==> src/rtl/uart_pkg.sv <==
// Shared UART definitions: receive FSM states, oversample default and
// status-register bit positions used by the RX/TX engines and register file.
package uart_pkg;

    typedef enum logic [2:0] {
        ST_IDLE   = 3'd0,
        ST_START  = 3'd1,
        ST_DATA   = 3'd2,
        ST_PARITY = 3'd3,
        ST_STOP   = 3'd4
    } rx_state_e;

    localparam int OVS_DEFAULT = 8;

    localparam int STAT_FRAME_BIT   = 0;
    localparam int STAT_PARITY_BIT  = 1;
    localparam int STAT_OVERRUN_BIT = 2;
    localparam int STAT_EMPTY_BIT   = 3;
    localparam int STAT_FULL_BIT    = 4;

    // Expected parity bit: even parity makes the total number of ones even.
    function automatic logic calc_parity(input logic [7:0] data, input logic odd);
        return (^data) ^ odd;
    endfunction

endpackage

==> src/rtl/uart_rx_fifo.sv <==
// Synchronous first-word-fall-through FIFO holding received characters.
// Head reads as zero while empty; a push into a full FIFO without a pop is dropped.
module uart_rx_fifo #(
    parameter int DEPTH = 4,
    parameter int WIDTH = 8
) (
    input  logic                     clk_i,
    input  logic                     rst_i,
    input  logic                     push_i,
    input  logic [WIDTH-1:0]         din_i,
    input  logic                     pop_i,
    output logic [WIDTH-1:0]         dout_o,
    output logic                     empty_o,
    output logic                     full_o,
    output logic [$clog2(DEPTH):0]   count_o,
    output logic                     overrun_o
);

    localparam int AW = $clog2(DEPTH);

    logic [WIDTH-1:0] mem_q [DEPTH];
    logic [AW-1:0]    wr_ptr_q;
    logic [AW-1:0]    rd_ptr_q;
    logic [AW:0]      count_q;
    logic             do_push;
    logic             do_pop;

    assign empty_o   = (count_q == '0);
    assign full_o    = (count_q == (AW+1)'(DEPTH));
    assign do_pop    = pop_i & ~empty_o;
    // A simultaneous pop frees the slot, so a push into a full FIFO still lands.
    assign do_push   = push_i & (~full_o | do_pop);
    assign overrun_o = push_i & full_o & ~do_pop;
    assign count_o   = count_q;
    assign dout_o    = empty_o ? '0 : mem_q[rd_ptr_q];

    always_ff @(posedge clk_i) begin
        if (!rst_i) begin
            wr_ptr_q <= '0;
            rd_ptr_q <= '0;
            count_q  <= '0;
        end else begin
            if (do_push) begin
                wr_ptr_q <= wr_ptr_q + AW'(1);
            end
            if (do_pop) begin
                rd_ptr_q <= rd_ptr_q + AW'(1);
            end
            case ({do_push, do_pop})
                2'b10:   count_q <= count_q + (AW+1)'(1);
                2'b01:   count_q <= count_q - (AW+1)'(1);
                default: count_q <= count_q;
            endcase
        end
    end

    always_ff @(posedge clk_i) begin
        if (rst_i && do_push) begin
            mem_q[wr_ptr_q] <= din_i;
        end
    end

endmodule

==> src/rtl/uart_rx_engine.sv <==
// UART receive engine: synchronizes the serial line, oversamples with a
// phase-accumulator tick, deframes 8N1 / 8+parity characters into a small FIFO.
module uart_rx_engine
    import uart_pkg::*;
#(
    parameter int OVS        = OVS_DEFAULT,
    parameter int FIFO_DEPTH = 4
) (
    input  logic                          clk_i,
    input  logic                          rst_i,
    input  logic [31:0]                   baud_inc_i,
    input  logic                          rx_en_i,
    input  logic                          parity_en_i,
    input  logic                          parity_odd_i,
    input  logic                          uart_rx,
    input  logic                          rd_i,
    input  logic                          clr_flags_i,
    output logic [7:0]                    dat_o,
    output logic                          rx_empty_o,
    output logic                          rx_full_o,
    output logic [$clog2(FIFO_DEPTH):0]   rx_count_o,
    output logic                          frame_err_o,
    output logic                          parity_err_o,
    output logic                          overrun_o,
    output logic                          busy_o
);

    localparam int TC_W = $clog2(OVS);
    localparam logic [TC_W-1:0] TC_HALF = TC_W'(OVS / 2 - 1);
    localparam logic [TC_W-1:0] TC_LAST = TC_W'(OVS - 1);

    rx_state_e   state_q, state_d;
    logic        sync1_q, sync2_q, prev_q;
    logic [31:0] acc_q, acc_d;
    logic [32:0] acc_sum;
    logic        tick;
    logic [TC_W-1:0] tc_q, tc_d;
    logic [2:0]  bit_idx_q, bit_idx_d;
    logic [7:0]  shift_q, shift_d;
    logic        par_en_q, par_en_d;
    logic        par_odd_q, par_odd_d;
    logic        push_q, push_d;
    logic        frame_err_q, frame_err_d;
    logic        parity_err_q, parity_err_d;
    logic        overrun_q, overrun_d;
    logic        frame_set, parity_set, fifo_overrun;

    assign acc_sum = {1'b0, acc_q} + {1'b0, baud_inc_i};
    assign tick    = acc_sum[32];

    // Two flops for metastability, one more to remember the previous level.
    always_ff @(posedge clk_i) begin
        if (!rst_i) begin
            sync1_q <= 1'b1;
            sync2_q <= 1'b1;
            prev_q  <= 1'b1;
        end else begin
            sync1_q <= uart_rx;
            sync2_q <= sync1_q;
            prev_q  <= sync2_q;
        end
    end

    always_comb begin
        state_d      = state_q;
        acc_d        = acc_sum[31:0];
        tc_d         = tc_q;
        bit_idx_d    = bit_idx_q;
        shift_d      = shift_q;
        par_en_d     = par_en_q;
        par_odd_d    = par_odd_q;
        push_d       = 1'b0;
        frame_set    = 1'b0;
        parity_set   = 1'b0;

        if (!rx_en_i) begin
            state_d = ST_IDLE;
            tc_d    = '0;
        end else begin
            case (state_q)
                ST_IDLE: begin
                    if (prev_q && !sync2_q) begin
                        state_d   = ST_START;
                        tc_d      = '0;
                        acc_d     = '0;
                        par_en_d  = parity_en_i;
                        par_odd_d = parity_odd_i;
                    end
                end
                ST_START: begin
                    if (tick) begin
                        if (tc_q == TC_HALF) begin
                            tc_d      = '0;
                            bit_idx_d = '0;
                            state_d   = sync2_q ? ST_IDLE : ST_DATA;
                        end else begin
                            tc_d = tc_q + TC_W'(1);
                        end
                    end
                end
                ST_DATA: begin
                    if (tick) begin
                        if (tc_q == TC_LAST) begin
                            tc_d    = '0;
                            shift_d = {sync2_q, shift_q[7:1]};
                            if (bit_idx_q == 3'd7) begin
                                state_d = par_en_q ? ST_PARITY : ST_STOP;
                            end else begin
                                bit_idx_d = bit_idx_q + 3'd1;
                            end
                        end else begin
                            tc_d = tc_q + TC_W'(1);
                        end
                    end
                end
                ST_PARITY: begin
                    if (tick) begin
                        if (tc_q == TC_LAST) begin
                            tc_d       = '0;
                            parity_set = (sync2_q != calc_parity(shift_q, par_odd_q));
                            state_d    = ST_STOP;
                        end else begin
                            tc_d = tc_q + TC_W'(1);
                        end
                    end
                end
                ST_STOP: begin
                    if (tick) begin
                        if (tc_q == TC_LAST) begin
                            tc_d      = '0;
                            frame_set = ~sync2_q;
                            push_d    = sync2_q;
                            state_d   = ST_IDLE;
                        end else begin
                            tc_d = tc_q + TC_W'(1);
                        end
                    end
                end
                default: begin
                    state_d = ST_IDLE;
                    tc_d    = '0;
                end
            endcase
        end

        // Set beats clear so an event coinciding with a clear is not lost.
        frame_err_d  = frame_set    | (frame_err_q  & ~clr_flags_i);
        parity_err_d = parity_set   | (parity_err_q & ~clr_flags_i);
        overrun_d    = fifo_overrun | (overrun_q    & ~clr_flags_i);
    end

    always_ff @(posedge clk_i) begin
        if (!rst_i) begin
            state_q      <= ST_IDLE;
            acc_q        <= '0;
            tc_q         <= '0;
            bit_idx_q    <= '0;
            shift_q      <= '0;
            par_en_q     <= 1'b0;
            par_odd_q    <= 1'b0;
            push_q       <= 1'b0;
            frame_err_q  <= 1'b0;
            parity_err_q <= 1'b0;
            overrun_q    <= 1'b0;
        end else begin
            state_q      <= state_d;
            acc_q        <= acc_d;
            tc_q         <= tc_d;
            bit_idx_q    <= bit_idx_d;
            shift_q      <= shift_d;
            par_en_q     <= par_en_d;
            par_odd_q    <= par_odd_d;
            push_q       <= push_d;
            frame_err_q  <= frame_err_d;
            parity_err_q <= parity_err_d;
            overrun_q    <= overrun_d;
        end
    end

    // shift_q is stable for many cycles after the stop sample, so the delayed push can use it directly.
    uart_rx_fifo #(
        .DEPTH (FIFO_DEPTH),
        .WIDTH (8)
    ) u_fifo (
        .clk_i     (clk_i),
        .rst_i     (rst_i),
        .push_i    (push_q),
        .din_i     (shift_q),
        .pop_i     (rd_i),
        .dout_o    (dat_o),
        .empty_o   (rx_empty_o),
        .full_o    (rx_full_o),
        .count_o   (rx_count_o),
        .overrun_o (fifo_overrun)
    );

    assign frame_err_o  = frame_err_q;
    assign parity_err_o = parity_err_q;
    assign overrun_o    = overrun_q;
    assign busy_o       = (state_q != ST_IDLE);

endmodule

==> config.mk <==
export PLATFORM = sky130hd
export DESIGN_NAME = uart_rx_engine
export DESIGN_NICKNAME = d
export VERILOG_FILES = /design/src/rtl/uart_pkg.sv /design/src/rtl/uart_rx_fifo.sv /design/src/rtl/uart_rx_engine.sv
export SDC_FILE = /design/constraint.sdc
export NUM_CORES = 1
export LEC_CHECK = 0
export ABC_CLOCK_PERIOD_IN_PS = 5300
export BUFFER_PORTS_ARGS = -buffer_cell sky130_fd_sc_hd__buf_2
export CAP_MARGIN = 20
export CELL_PAD_IN_SITES_DETAIL_PLACEMENT = 0
export CELL_PAD_IN_SITES_GLOBAL_PLACEMENT = 1
export CORE_AREA = 2 2 131 133
export DETAILED_ROUTE_END_ITERATION = 10
export DIE_AREA = 0 0 133 135
export PLACE_DENSITY = 0.69
export REMOVE_ABC_BUFFERS = 1
export SLEW_MARGIN = 0
export SYNTH_ARGS = -nofsm -noshare
export SYNTH_HDL_FRONTEND = slang
export SYNTH_SLANG_ARGS = --single-unit
export TNS_END_PERCENT = 10
==> constraint.sdc <==
create_clock -name clk_i -period 5.3 [get_ports clk_i]
set_input_delay 0.795 -clock clk_i [delete_from_list [all_inputs] [get_ports clk_i]]
set_output_delay 0.795 -clock clk_i [all_outputs]
set_load 0.05 [all_outputs]
==> flow_summary_export.csv <==
group,metric,value,unit
status,status,"finished clean",
placed_design,post_dp_cell_area,6100,µm²
pwr,sw_frac_of_total,0.370,
grt,grt_pass1_vias,4209,
setup_path,cp_slowest_cell,"or4_1",
route,drt-initial-drc-count,180,
synth,synth_edf_count,32,
clocking,worstSkewPairLatency,0.36,ns
sta,fin_worst_skew,0.00962,ns
finish,layout_common_cells,"dfxtp_1, nor2_1, buf_2, nand2_1, ha_1",
pwr,p_int,1.62,mW
setup_path,regToRegSetupSlack,2.25,ns
finish,drive_gt1_frac,0.168,
grt,antenna_found_initial,0,
synth,synthArstFlopShare,0,
sta,fin_crit_sh,0.617,
route,drc,0,
sta,setup_viol,0,
setup_path,rr_endpoint,"shift_q[0]$_SDFFE_PN0P_",
setup_path,worstPathArrival,3.56,ns
placed_design,io_buffers,56,
setup_path,crit_type,"input port to register",
synth,avgSynthCellArea,9.66,µm²
clocking,cts_resized,0,
setup_path,path_max_fanout,16,
min_path,hold_path_depth,1,
sta,period_needed,3.27,ns
setup_path,end_kind,"register",
clocking,cts_sinks,99,
pwr,pwr-share-seq,0.353,
floorplanning,core,16400,µm²
finish,num_antenna_cells,0,
grt,grt_start_max_net_pins,42,
synth,ys_types,69,
clocking,postCtsSetupBuffers,0,
floorplanning,start_util,0.345,
clocking,ctsHoldBuffers,0,
min_path,hp-start,"sync1_q$_SDFF_PN1_",
pwr,power_switching,0.955,mW
synth,synth_warnings,0,
floorplanning,row_count,47,
synth,ys.flop_type,"dfxtp_1",
setup_path,regToRegStartpoint,"acc_q[0]$_SDFF_PN0_",
sta,worst_slew_pin_slew,0.814,ns
clocking,cts_buffers,9,
finish,fin_nets,710,
setup_path,r2r_cells,10,
floorplanning,dieArea,18000,µm²
route,vias_per_cell,5.06,
finish,final_util,0.389,
grt,overflow,0,
floorplanning,die_x,133,µm
placed_design,place_congestion,0.799,
setup_path,timing.critical_path.mode_cell,"o21ai_2",
pwr,powerDensity,404,nW/µm²
min_path,hp-class,"register to register",
pwr,power,2.58,mW
setup_path,worstSetupStartpointType,"input port",
floorplanning,num_io_pins,57,
route,wl_per_cell,14.5,µm
clocking,clockRootBuffer,"clkbuf_16",
setup_path,slowest_delay,0.62,ns
pwr,clockPowerShare,0.254,
finish,finalInstanceArea,6390,µm²
pwr,power_frac_comb,0.393,
sta,tns,0,ns
synth,syn_inst,587,
grt,grt_pass1_wl,21.0,mm
min_path,hold_end,"sync2_q$_SDFF_PN1_",
pwr,ir_drop,0.172,mV
sta,hold_viol_final,0,
route,first_pass_iters,4,
synth,synth_seq_cells,99,
finish,area_delta_synth_final,12.7,%
grt,grt_usage,0.146,
clocking,cts_max_path_buffers,2,
clocking,path_clk_slew,0.07,ns
clocking,cts_tree,"done",
route,drt_wl_total,12.4,mm
pwr,p_leak,2.63,nW
synth,synthesis.area,5670,µm²
route,ant_nets,0,
placed_design,hpwlAfterDp,9.12,mm
sta,rsz0062_at_grt,"no",
floorplanning,die_y,135,µm
setup_path,crit_required,5.59,ns
route,num_vias,4305,
sta,finalMaxSlewViolations,0,
sta,slew_headroom,0.455,
setup_path,crit_chain,"buf_2 -> ha_1 -> a21o_1 -> a31oi_4 -> o221ai_2 -> a2111o_1 -> o21ai_2 -> or4_1 -> nand3_1 -> o21ai_2",
sta,fmax,306,MHz
finish,final_common_cell,"dfxtp_1",
flow_run,cap_violations,0,
synth,synth_seq_area_share,0.406,
clocking,htreeDepth,3,
synth_stat cells (all sizes together) (5+ instances only):
| cell type | instances | area (µm²) |
|---|---|---|
| dfxtp | 67 | 1340 |
| nor2 | 56 | 210 |
| nand2 | 49 | 184 |
| ha | 42 | 526 |
| a21oi | 36 | 180 |
| o21ai | 36 | 225 |
| edfxtp | 32 | 961 |
| inv | 25 | 93.8 |
| xnor2 | 22 | 193 |
| clkbuf | 19 | 72.6 |
| xor2 | 19 | 166 |
| nand3 | 17 | 100 |
| and2 | 14 | 87.6 |
| a21o | 11 | 82.6 |
| buf | 10 | 67.6 |
| nor3 | 9 | 45.0 |
| a211oi | 8 | 60.1 |
| mux4 | 8 | 180 |
| nor2b | 8 | 50.1 |
| o211ai | 8 | 75.1 |
| o21a | 8 | 60.1 |
| and3 | 7 | 43.8 |
| mux2i | 6 | 60.1 |
| nand4 | 6 | 37.5 |
| nand2b | 5 | 31.3 |
| or2 | 5 | 31.3 |
per-layer routing:
metal	vias up	global-route usage	part of all wire
met2	67	0.236	0.46
met5	-	0	0
met1	2041	0.193	0.48
met4	0	0.0478	0.016
met3	12	0.0360	0.038
li1	2185	-	-
area by class of cell:
class	instances	area, µm²
fillers	1644	10000
multi-input cells	434	3130
flip-flops and latches	99	2300
repair buffers	57	295
well taps	220	275
clock buffers	9	225
inverters	25	93.8
clock inverters	7	63.8
cells by family (layout without fill, tap and decap cells):
logic type,count (synthesis),in the layout,share of synthesized area
mux,14,14,0.0424
buf+inv,54,98,0.0413
simple gates,191,191,0.165
fa+ha+maj,44,44,0.0998
compound gates,144,144,0.182
flops,99,99,0.406
xor+xnor,41,41,0.0634
worst max-delay path: cells and delay by family:
kind,cells,cell delay [ns]
compound gates,6,1.42
fa+ha+maj,1,0.41
buf+inv,1,0.11
simple gates,2,0.82
state kept, by name (all words and copies together) (netlist names), 2 cells and up, named ones only:
register,count
acc_q,32
bit_idx_q,3
shift_q,8
state_q,3
tc_q,3
u_fifo.count_o,3
u_fifo.mem_q,32
u_fifo.rd_ptr_q,2
u_fifo.wr_ptr_q,2
power by group through the flow:
| stage | clock [mW] | combinational [mW] | sequential [mW] |
|---|---|---|---|
| 2_1_floorplan | 0 | 0.800 | 0.918 |
| 3_3_place_gp | 0 | 0.996 | 0.925 |
| 3_5_place_dp | 0 | 0.999 | 0.928 |
| 4_1_cts | 0.676 | 1.01 | 0.912 |
| 5_1_grt | 0.708 | 1.14 | 0.921 |
| 6_report | 0.656 | 1.01 | 0.910 |
worst max-delay path by stage:
stage | from | to | slack, ns | cells after the start
floorplan | baud_inc_i[0] | shift_q[0]$_SDFFE_PN0P_ | 2.10 | 10
global placement | baud_inc_i[0] | shift_q[1]$_SDFFE_PN0P_ | 1.74 | 11
detailed placement | baud_inc_i[0] | shift_q[4]$_SDFFE_PN0P_ | 1.64 | 11
CTS | baud_inc_i[0] | shift_q[0]$_SDFFE_PN0P_ | 2.02 | 11
global route | baud_inc_i[0] | shift_q[0]$_SDFFE_PN0P_ | 1.78 | 11
finish | baud_inc_i[17] | shift_q[0]$_SDFFE_PN0P_ | 2.03 | 10
metrics by stage:
| stage | worst slack [ns] | instances | hold WS, ns |
|---|---|---|---|
| after floorplan | 2.10 | 558 | 0.386 |
| after global placement | 1.74 | 834 | 0.391 |
| after detailed placement | 1.64 | 835 | 0.399 |
| after CTS | 2.02 | 851 | 0.417 |
| after global routing | 1.78 | 851 | 0.429 |
| final | 2.03 | 851 | 0.413 |
(Power assumes the default switching activity.)
